### config.mk
export PLATFORM = sky130hd
export DESIGN_NAME = seg_frame_decoder
export DESIGN_NICKNAME = d
export VERILOG_FILES = /design/src/rtl/seg_frame_decoder.sv
export SDC_FILE = /design/constraint.sdc
export NUM_CORES = 1
export LEC_CHECK = 0
export BUFFER_PORTS_ARGS = -buffer_cell sky130_fd_sc_hd__buf_2
export CAP_MARGIN = 40
export CORE_MARGIN = 10
export CORE_UTILIZATION = 45
export DETAILED_ROUTE_END_ITERATION = 8
export PLACE_DENSITY = 0.71
export SYNTH_ARGS = -nofsm -noshare
export SYNTH_HDL_FRONTEND = slang
export SYNTH_SLANG_ARGS = --single-unit
### constraint.sdc
create_clock -name clk -period 3.6 [get_ports clk]
set_input_delay 0.36 -clock clk [delete_from_list [all_inputs] [get_ports clk]]
set_output_delay 0.36 -clock clk [all_outputs]
set_load 0.01 [all_outputs]
### src/rtl/seg_frame_decoder.sv
// Decodes an 11-digit 7-segment frame (H1 H0 M1 M0 S1 S0 D0 T1 T0 N1 N0) back into
// binary clock fields, range-checks them and pulses frame_valid or frame_err.
module seg_frame_decoder #(
   parameter int NS   = 60,
   parameter int NH   = 24,
   parameter int ND   = 7,
   parameter int NM   = 12,
   parameter int NDIG = 11
) (
   input  logic       clk,
   input  logic       rst,
   input  logic       seg_valid,
   input  logic       seg_first,
   input  logic [6:0] seg_data,
   output logic       seg_ready,
   output logic [6:0] o_hrs,
   output logic [6:0] o_min,
   output logic [6:0] o_sec,
   output logic [2:0] o_day,
   output logic [4:0] o_date,
   output logic [3:0] o_month,
   output logic       frame_valid,
   output logic       frame_err,
   output logic [1:0] err_code
);

   typedef enum logic [1:0] {
      IDLE    = 2'd0,
      COLLECT = 2'd1,
      EMIT    = 2'd2
   } state_t;

   localparam logic [3:0] LAST_IDX = 4'(NDIG - 1);
   localparam logic [6:0] NS_W     = 7'(NS);
   localparam logic [6:0] NH_W     = 7'(NH);
   localparam logic [6:0] ND_W     = 7'(ND);
   localparam logic [6:0] NM_W     = 7'(NM);

   // Returns {bad, bcd}; blank is only a legal leading zero on tens positions.
   function automatic logic [4:0] seg_decode(input logic [6:0] pat, input logic tens_pos);
      logic [4:0] r;
      case (pat)
         7'h3F:   r = {1'b0, 4'd0};
         7'h06:   r = {1'b0, 4'd1};
         7'h5B:   r = {1'b0, 4'd2};
         7'h4F:   r = {1'b0, 4'd3};
         7'h66:   r = {1'b0, 4'd4};
         7'h6D:   r = {1'b0, 4'd5};
         7'h7D:   r = {1'b0, 4'd6};
         7'h07:   r = {1'b0, 4'd7};
         7'h7F:   r = {1'b0, 4'd8};
         7'h6F:   r = {1'b0, 4'd9};
         7'h00:   r = {~tens_pos, 4'd0};
         default: r = {1'b1, 4'd0};
      endcase
      return r;
   endfunction

   function automatic logic is_tens_pos(input logic [3:0] i);
      logic t;
      case (i)
         4'd0, 4'd2, 4'd4, 4'd7, 4'd9: t = 1'b1;
         default:                      t = 1'b0;
      endcase
      return t;
   endfunction

   state_t     state_q;
   logic [3:0] idx_q;
   logic [3:0] dig_q [NDIG];
   logic       bad_q;
   logic       seg_ready_q;
   logic       frame_valid_q;
   logic       frame_err_q;
   logic [1:0] err_code_q;
   logic [6:0] hrs_q, min_q, sec_q;
   logic [2:0] day_q;
   logic [4:0] date_q;
   logic [3:0] month_q;

   logic       beat_d;
   logic [3:0] wr_idx_d;
   logic [3:0] bcd_d;
   logic       pat_bad_d;
   logic [6:0] hrs_d, min_d, sec_d, day_d, date_d, month_d;
   logic       range_ok_d;

   // Decode the incoming digit at the position it will occupy.
   always_comb begin
      beat_d   = seg_valid & seg_ready_q;
      wr_idx_d = seg_first ? 4'd0 : idx_q;
      {pat_bad_d, bcd_d} = seg_decode(seg_data, is_tens_pos(wr_idx_d));
   end

   // Fields are assembled at full 7-bit width so out-of-range values are not masked by truncation.
   always_comb begin
      hrs_d      = {3'b000, dig_q[0]} * 7'd10 + {3'b000, dig_q[1]};
      min_d      = {3'b000, dig_q[2]} * 7'd10 + {3'b000, dig_q[3]};
      sec_d      = {3'b000, dig_q[4]} * 7'd10 + {3'b000, dig_q[5]};
      day_d      = {3'b000, dig_q[6]};
      date_d     = {3'b000, dig_q[7]} * 7'd10 + {3'b000, dig_q[8]};
      month_d    = {3'b000, dig_q[9]} * 7'd10 + {3'b000, dig_q[10]};
      range_ok_d = (hrs_d < NH_W) && (min_d < NS_W) && (sec_d < NS_W) && (day_d < ND_W) &&
                   (date_d >= 7'd1) && (date_d <= 7'd31) &&
                   (month_d >= 7'd1) && (month_d <= NM_W);
   end

   // Frame FSM with registered handshake, pulses and field outputs.
   always_ff @(posedge clk) begin
      if (rst) begin
         state_q       <= IDLE;
         idx_q         <= 4'd0;
         bad_q         <= 1'b0;
         seg_ready_q   <= 1'b1;
         frame_valid_q <= 1'b0;
         frame_err_q   <= 1'b0;
         err_code_q    <= 2'd0;
         hrs_q         <= 7'd0;
         min_q         <= 7'd0;
         sec_q         <= 7'd0;
         day_q         <= 3'd0;
         date_q        <= 5'd1;
         month_q       <= 4'd1;
         for (int i = 0; i < NDIG; i++) begin
            dig_q[i] <= 4'd0;
         end
      end else begin
         frame_valid_q <= 1'b0;
         frame_err_q   <= 1'b0;
         case (state_q)
            IDLE: begin
               seg_ready_q <= 1'b1;
               if (beat_d && seg_first) begin
                  dig_q[0] <= bcd_d;
                  bad_q    <= pat_bad_d;
                  idx_q    <= 4'd1;
                  state_q  <= COLLECT;
               end else begin
                  state_q <= IDLE;
               end
            end
            COLLECT: begin
               seg_ready_q <= 1'b1;
               if (beat_d) begin
                  dig_q[wr_idx_d] <= bcd_d;
                  if (seg_first) begin
                     bad_q       <= pat_bad_d;
                     idx_q       <= 4'd1;
                     frame_err_q <= 1'b1;
                     err_code_q  <= 2'd3;
                  end else if (idx_q == LAST_IDX) begin
                     bad_q       <= bad_q | pat_bad_d;
                     idx_q       <= 4'd0;
                     seg_ready_q <= 1'b0;
                     state_q     <= EMIT;
                  end else begin
                     bad_q <= bad_q | pat_bad_d;
                     idx_q <= idx_q + 4'd1;
                  end
               end else begin
                  state_q <= COLLECT;
               end
            end
            EMIT: begin
               seg_ready_q <= 1'b1;
               state_q     <= IDLE;
               bad_q       <= 1'b0;
               if (!bad_q && range_ok_d) begin
                  hrs_q         <= hrs_d;
                  min_q         <= min_d;
                  sec_q         <= sec_d;
                  day_q         <= day_d[2:0];
                  date_q        <= date_d[4:0];
                  month_q       <= month_d[3:0];
                  frame_valid_q <= 1'b1;
               end else begin
                  frame_err_q <= 1'b1;
                  err_code_q  <= bad_q ? 2'd1 : 2'd2;
               end
            end
            default: begin
               state_q     <= IDLE;
               idx_q       <= 4'd0;
               seg_ready_q <= 1'b1;
            end
         endcase
      end
   end

   assign seg_ready   = seg_ready_q;
   assign frame_valid = frame_valid_q;
   assign frame_err   = frame_err_q;
   assign err_code    = err_code_q;
   assign o_hrs       = hrs_q;
   assign o_min       = min_q;
   assign o_sec       = sec_q;
   assign o_day       = day_q;
   assign o_date      = date_q;
   assign o_month     = month_q;

endmodule

==> flow_summary.yaml, run 1 <==
outcome:
  status: "finished clean"
power_and_ir_drop:
  p_per_area_nw_per_um2: 389
  p_leak_nw: 2.29
  p_clk_share_pct: 38.3
  seq_power_share_pct: 49.2
  power_switching_w: 0.000591
  swShare_pct: 26.5
  power_frac_comb_pct: 12.5
  p_int_w: 0.00164
  irDropWorstVdd_v: 0.000325
critical_path:
  r2r_cells: 9
  reg2reg_to: "o_sec[2]"
  crit-reg2reg-launch: "dig_q[4][1]"
  crit_arrival_ns: 3.50
  worst_path_most_repeated_cell: "ha_1"
  cp_max_fo: 30
  critical-path-top-delay-family: "adder cells"
  cp-startpoint: "dig_q[4][1]"
  cp-end-kind: "flip-flop"
  required_ns: 3.78
  cp_cell_sequence: "ha_1, ha_1, inv_1, fa_1, o31a_1, a211oi_2, or3b_4, nor3_4, a211oi_1"
  critPathMaxStageDelay_ns: 0.58
  slowest_stage: "or3b_4"
  critical_path_class: "flip-flop to flip-flop"
  start_kind: "flip-flop"
  critPathBufInv: 1
  r2r_slack_ns: 0.28
placement:
  dp_hpwl_mm: 9.26
  dp.cells: 706
  io_buffers: 48
  finalWeightedCongestion: 0.881
grt:
  grt_max_degree: 47
  grt_pass1_vias: 4187
  grt_pass1_wl_mm: 20.6
  antenna_found_initial: 0
  grt_usage_pct: 15.4
  grt-ovfl-total: 0
layout:
  antennaDiodeCount: 0
  area.growth.synth_to_final_pct: 11.6
  drive_gt1_share_pct: 14.4
  instances_no_fill: 722
  layout_common_cells: "nor2_1, dfxtp_1, buf_2"
  fin_nets: 633
  final_common_cell: "nor2_1"
synthesis:
  ys_ff_latch: 89
  synth_cell_types: 61
  avgSynthCellArea_um2: 9.44
  yosys.area.top_type: "edfxtp_1"
  synthArstFlopShare_pct: 0
  synth_top_area_share_pct: 23.3
  seq_area_frac_synth_pct: 42.4
  ys.flop_type: "dfxtp_1"
  synth_edf_count: 40
  yosysWarnings: 0
  syn_inst: 545
  syn-num-nets: 601
  ys_top_cells_by_area: "edfxtp_1, dfxtp_1, ha_1"
  netlist_area_um2: 5140
detailed_routing:
  wl_mm: 12.3
  dr.pass1.iters: 5
  ant_nets: 0
  drt_iter0_drc: 332
  wl_per_cell_um: 17.0
  vias: 4203
  drc_errors: 0
  viasPerCell: 5.82
die:
  die_w_um: 127
  core-area_um2: 11000
  rows: 38
  initial_core_util_pct: 46.6
  die_h_um: 127
  die-area_um2: 16100
  ios: 49
sta:
  tns_ns: 0
  timing.final.crit_share_pct: 92.1
  tightest_slew_ns: 0.887
  clock_skew_ns: 0.00524
  whs_ns: 0.355
  drv_slew: 0
  fin_crit_ns: 3.32
  fmaxAchievable_mhz: 302
  rsz0062_at_grt: "false"
  final_hold_viol_count: 0
  relSlewSlack_pct: 40.8
  setup_violations: 0
cts:
  clock_latency_ns: 0.34
  cts.sinks: 89
  cts_buffers: 9
  cts_max_level: 3
  cts_setup_buffers: 0
  clock_path_buffers: 2
  cts_tree: "done"
  postCtsHoldBufs: 0
  post_cts_resized: 0
  clkTransAtPathRegs_ns: 0.06
  root_buffer: "clkbuf_16"
min_path:
  whs_path_depth: 3
  holdPathEnd: "seg_ready"
  hold_path_startpoint: "seg_first"
  min_path_type: "input pin to flip-flop"
run:
  cap_violations: 0
## worst max path at each step
stage / endpoint / slack (ns) / cells past startpoint
2_1_floorplan: o_date[0] / 0.68 / 10
3_3_place_gp: o_sec[2] / 0.40 / 9
3_5_place_dp: o_sec[2] / 0.30 / 9
4_1_cts: o_sec[2] / 0.30 / 9
5_1_grt: o_sec[2] / 0.14 / 9
6_report: o_sec[2] / 0.28 / 9
## sequential cells by signal, indices dropped and copies added, names as in the netlist, 3 cells and up
name / cells
o_sec: 7
o_min: 7
o_day: 3
o_hrs: 7
idx_q: 4
dig_q: 44
o_month: 4
o_date: 5
## cells in the mapped netlist, types with 3 or more instances
library cell and n:
a211oi_1 6, a21o_1 3, a21oi_1 42, a311oi_1 3
a31oi_1 6, and3_1 7, buf_2 5, buf_4 3
clkbuf_1 25, dfxtp_1 49, edfxtp_1 40, fa_1 10
ha_1 35, inv_1 33, nand2_1 42, nand2b_1 6
nand3_1 13, nand4_1 26, nor2_1 63, nor2b_1 7
nor3_1 8, nor4_1 6, o211ai_1 7, o21ai_0 9
o22ai_1 3, o31ai_1 21, or3_1 3, or4_1 3
xnor2_1 12, xor2_1 12
## layer usage
layer / share of wire (%) / GRT usage, %
met4: 1.3 / 4.96
met3: 6.7 / 4.21
met2: 46 / 24.5
met1: 46 / 19.7
met5: 0 / 0
## logic make-up (layout without fill, tap and decap cells)
| logic type | count (synthesis) | after routing | synth area share, % |
|---|---|---|---|
| multiplexers | 2 | 2 | 0.438 |
| buffers and inverters | 67 | 104 | 5.37 |
| adder cells (fa/ha/maj) | 46 | 46 | 12.6 |
| AND/OR/NAND/NOR | 196 | 196 | 19.5 |
| flip-flops | 89 | 89 | 42.4 |
| AO/OA/AOI/OAI | 121 | 121 | 15.6 |
| XOR/XNOR | 24 | 24 | 4.09 |
## worst reg2reg max path: stages, from the launching register on
cell	delay, ns
edfxtp_1	0.43
ha_1	0.33
ha_1	0.21
inv_1	0.06
fa_1	0.46
o31a_1	0.34
a211oi_2	0.29
or3b_4	0.59
nor3_4	0.31
a211oi_1	0.13
## cell type report
cell class	count	area (um2)
Clock buffer	9	225
Clock inverter	7	46.3
Fill cell	1039	5290
Inverter	33	124
Multi-Input combinational cell	389	2690
Sequential cell	89	2180
Tap cell	140	175
Timing Repair Buffer	55	305
## power by group through the flow
| stage | registers [W] | logic [W] | clock network [W] |
|---|---|---|---|
| after global routing | 0.00110 | 0.000311 | 0.000913 |
| final | 0.00110 | 0.000278 | 0.000856 |
| after detailed placement | 0.00112 | 0.000275 | 0 |
| after global placement | 0.00112 | 0.000267 | 0 |
| after CTS | 0.00110 | 0.000277 | 0.000865 |
| after floorplan | 0.00111 | 0.000214 | 0 |
## stage by stage
| step | utilization [%] | cell area (um2) | setup slack, ns | total power, W |
|---|---|---|---|---|
| 2_1_floorplan | - | 5140 | 0.678 | 0.00133 |
| 3_3_place_gp | 49.5 | 5470 | 0.405 | 0.00139 |
| 3_5_place_dp | 49.6 | 5470 | 0.302 | 0.00140 |
| 4_1_cts | 52.1 | 5740 | 0.297 | 0.00224 |
| 5_1_grt | 52.1 | 5740 | 0.136 | 0.00233 |
| 6_report | 52.1 | 5740 | 0.285 | 0.00223 |
No activity file was read; power rests on OpenSTA's default activity.
==> run 2: changes to the inputs <==
--- a/config.mk
+++ b/config.mk
@@ -7,10 +7,14 @@
 export LEC_CHECK = 0
 export BUFFER_PORTS_ARGS = -buffer_cell sky130_fd_sc_hd__buf_2
 export CAP_MARGIN = 40
+export CELL_PAD_IN_SITES_DETAIL_PLACEMENT = 0
+export CELL_PAD_IN_SITES_GLOBAL_PLACEMENT = 1
 export CORE_MARGIN = 10
 export CORE_UTILIZATION = 45
 export DETAILED_ROUTE_END_ITERATION = 8
-export PLACE_DENSITY = 0.71
+export HOLD_SLACK_MARGIN = 0.06
+export PLACE_DENSITY = 0.86
+export SLEW_MARGIN = 20
 export SYNTH_ARGS = -nofsm -noshare
 export SYNTH_HDL_FRONTEND = slang
 export SYNTH_SLANG_ARGS = --single-unit
==> run 2 against run 1 <==
Sequential power is essentially flat. Clock-buffer cell count rose by 4. Critical path depth did not move. Via count fell by 0.40%. First-iteration DRC count rose by 0.90%. Die area is the same. Clock power increased by 19%. Sequential share of layout area decreased by 0.36 points. Utilization grew 0.50 points. Largest power group unchanged. Setup slack worse by 0.029 ns.
==> flow_summary.yaml, run 2 (synthesis results as in run 1) <==
detailed_routing:
  wl_per_cell_um: 17.3
  topRoutingLayerUsed: "met4"
  wl_mm: 12.5
  viasPerCell: 5.80
  wl_met2_mm: 5.67
  drt_iter0_drc: 335
  met3WireLength_um: 823
  ant_nets: 0
  vias: 4186
  m1WireLength_mm: 5.82
  drc_errors: 0
  dr.pass1.iters: 5
cts:
  cts_setup_buffers: 0
  cts_max_level: 3
  postCtsHoldBufs: 0
  clock_path_buffers: 2
  root_buffer: "clkbuf_16"
  cts.sinks: 89
  post_cts_resized: 0
  cts_tree: "done"
  clock_latency_ns: 0.35
  clkTransAtPathRegs_ns: 0.06
  cts_buffers: 9
die:
  initial_core_util_pct: 46.6
  die_h_um: 127
  die_w_um: 127
  die-area_um2: 16100
  ios: 49
  rows: 38
  core-area_um2: 11000
layout:
  area.growth.synth_to_final_pct: 12.7
  layout_common_cells: "nor2_1, dfxtp_1, buf_2"
  drive_gt1_share_pct: 14.4
  final_common_cell: "nor2_1"
  top_register: "dig_q"
  largest_reg_flops: 44
  fin_nets: 633
  antennaDiodeCount: 0
critical_path:
  worst_path_most_repeated_cell: "ha_1"
  cp_max_fo: 30
  cp-end-kind: "flip-flop"
  r2r_slack_ns: 0.26
  slowest_stage: "or3b_4"
  critical_path_class: "flip-flop to flip-flop"
  start_kind: "flip-flop"
  cp_cell_sequence: "ha_1, ha_1, inv_1, fa_1, o31a_1, a211oi_2, or3b_4, o21ai_0, a211oi_1"
  crit_arrival_ns: 3.56
  critPathMaxStageDelay_ns: 0.59
  required_ns: 3.81
placement:
  finalWeightedCongestion: 0.814
  io_buffers: 48
  dp_hpwl_mm: 9.44
sta:
  tns_ns: 0
  final_hold_viol_count: 0
  rsz0062_at_grt: "false"
  timing.final.crit_share_pct: 92.9
  whs_ns: 0.324
  setup_violations: 0
  tightest_slew_ns: 0.772
  relSlewSlack_pct: 48.5
  clock_skew_ns: 0.00767
  fin_crit_ns: 3.34
  fmaxAchievable_mhz: 299
  drv_slew: 0
min_path:
  min_path_type: "input pin to flip-flop"
grt:
  grt_usage_pct: 15.8
  antenna_found_initial: 0
  grt_max_degree: 47
  grt_pass1_wl_mm: 20.9
  grt-ovfl-total: 0
  grt_pass1_vias: 4160
run:
  cap_violations: 0
power_and_ir_drop:
  irDropWorstVdd_v: 0.000414
  p_per_area_nw_per_um2: 413
  p_leak_nw: 2.32
outcome:
  status: "finished clean"
[run 2: routing by layer]
layer	vias up	global-route usage (%)
met5	-	0
met4	0	4.96
met3	17	5.41
met2	115	25.1
met1	2003	19.6
li1	2051	-
[run 2: metrics by stage]
stage | total power, W | util [%] | worst slack, ns | instances | instance area, um2
floorplan | 0.00133 | - | 0.678 | 545 | 5140
global placement | 0.00138 | 49.4 | 0.307 | 704 | 5450
detailed placement | 0.00139 | 49.4 | 0.246 | 705 | 5450
CTS | 0.00240 | 52.4 | 0.230 | 721 | 5780
global route | 0.00249 | 52.6 | 0.142 | 722 | 5800
finish | 0.00239 | 52.6 | 0.256 | 722 | 5800
[run 2: critical path, delay by kind of cell, from the launching register on]
kind	cells	cell delay [ns]
AND/OR/NAND/NOR	1	0.59
flip-flops	1	0.43
buffers and inverters	1	0.06
AO/OA/AOI/OAI	4	1.14
adder cells (fa/ha/maj)	3	0.99
[run 2: report_power, final]
group / switching (W) / total, W / internal (W) / leakage (nW)
combinational: 0.000177 / 0.000277 / 0.000100 / 1.35
sequential: 0.0000238 / 0.00110 / 0.00108 / 0.809
clock: 0.000396 / 0.00102 / 0.000620 / 0.162
[run 2: cell type report]
class                   count  area, um2
flip-flops and latches     89       2180
inverters                  33        124
repair buffers             55        305
clock inverters             3       45.0
multi-input cells         389       2690
clock buffers              13        282
well taps                 140        175
fillers                  1017       5230
[run 2: final timing paths]
check | startpoint | endpoint | depth (start not counted)
worst min register to register | o_hrs[2] | o_hrs[2] | 2
worst min-delay path | rst | frame_valid | 2
worst max register to register | dig_q[4][1] | frame_err | 9
worst max-delay path | dig_q[4][1] | frame_err | 9
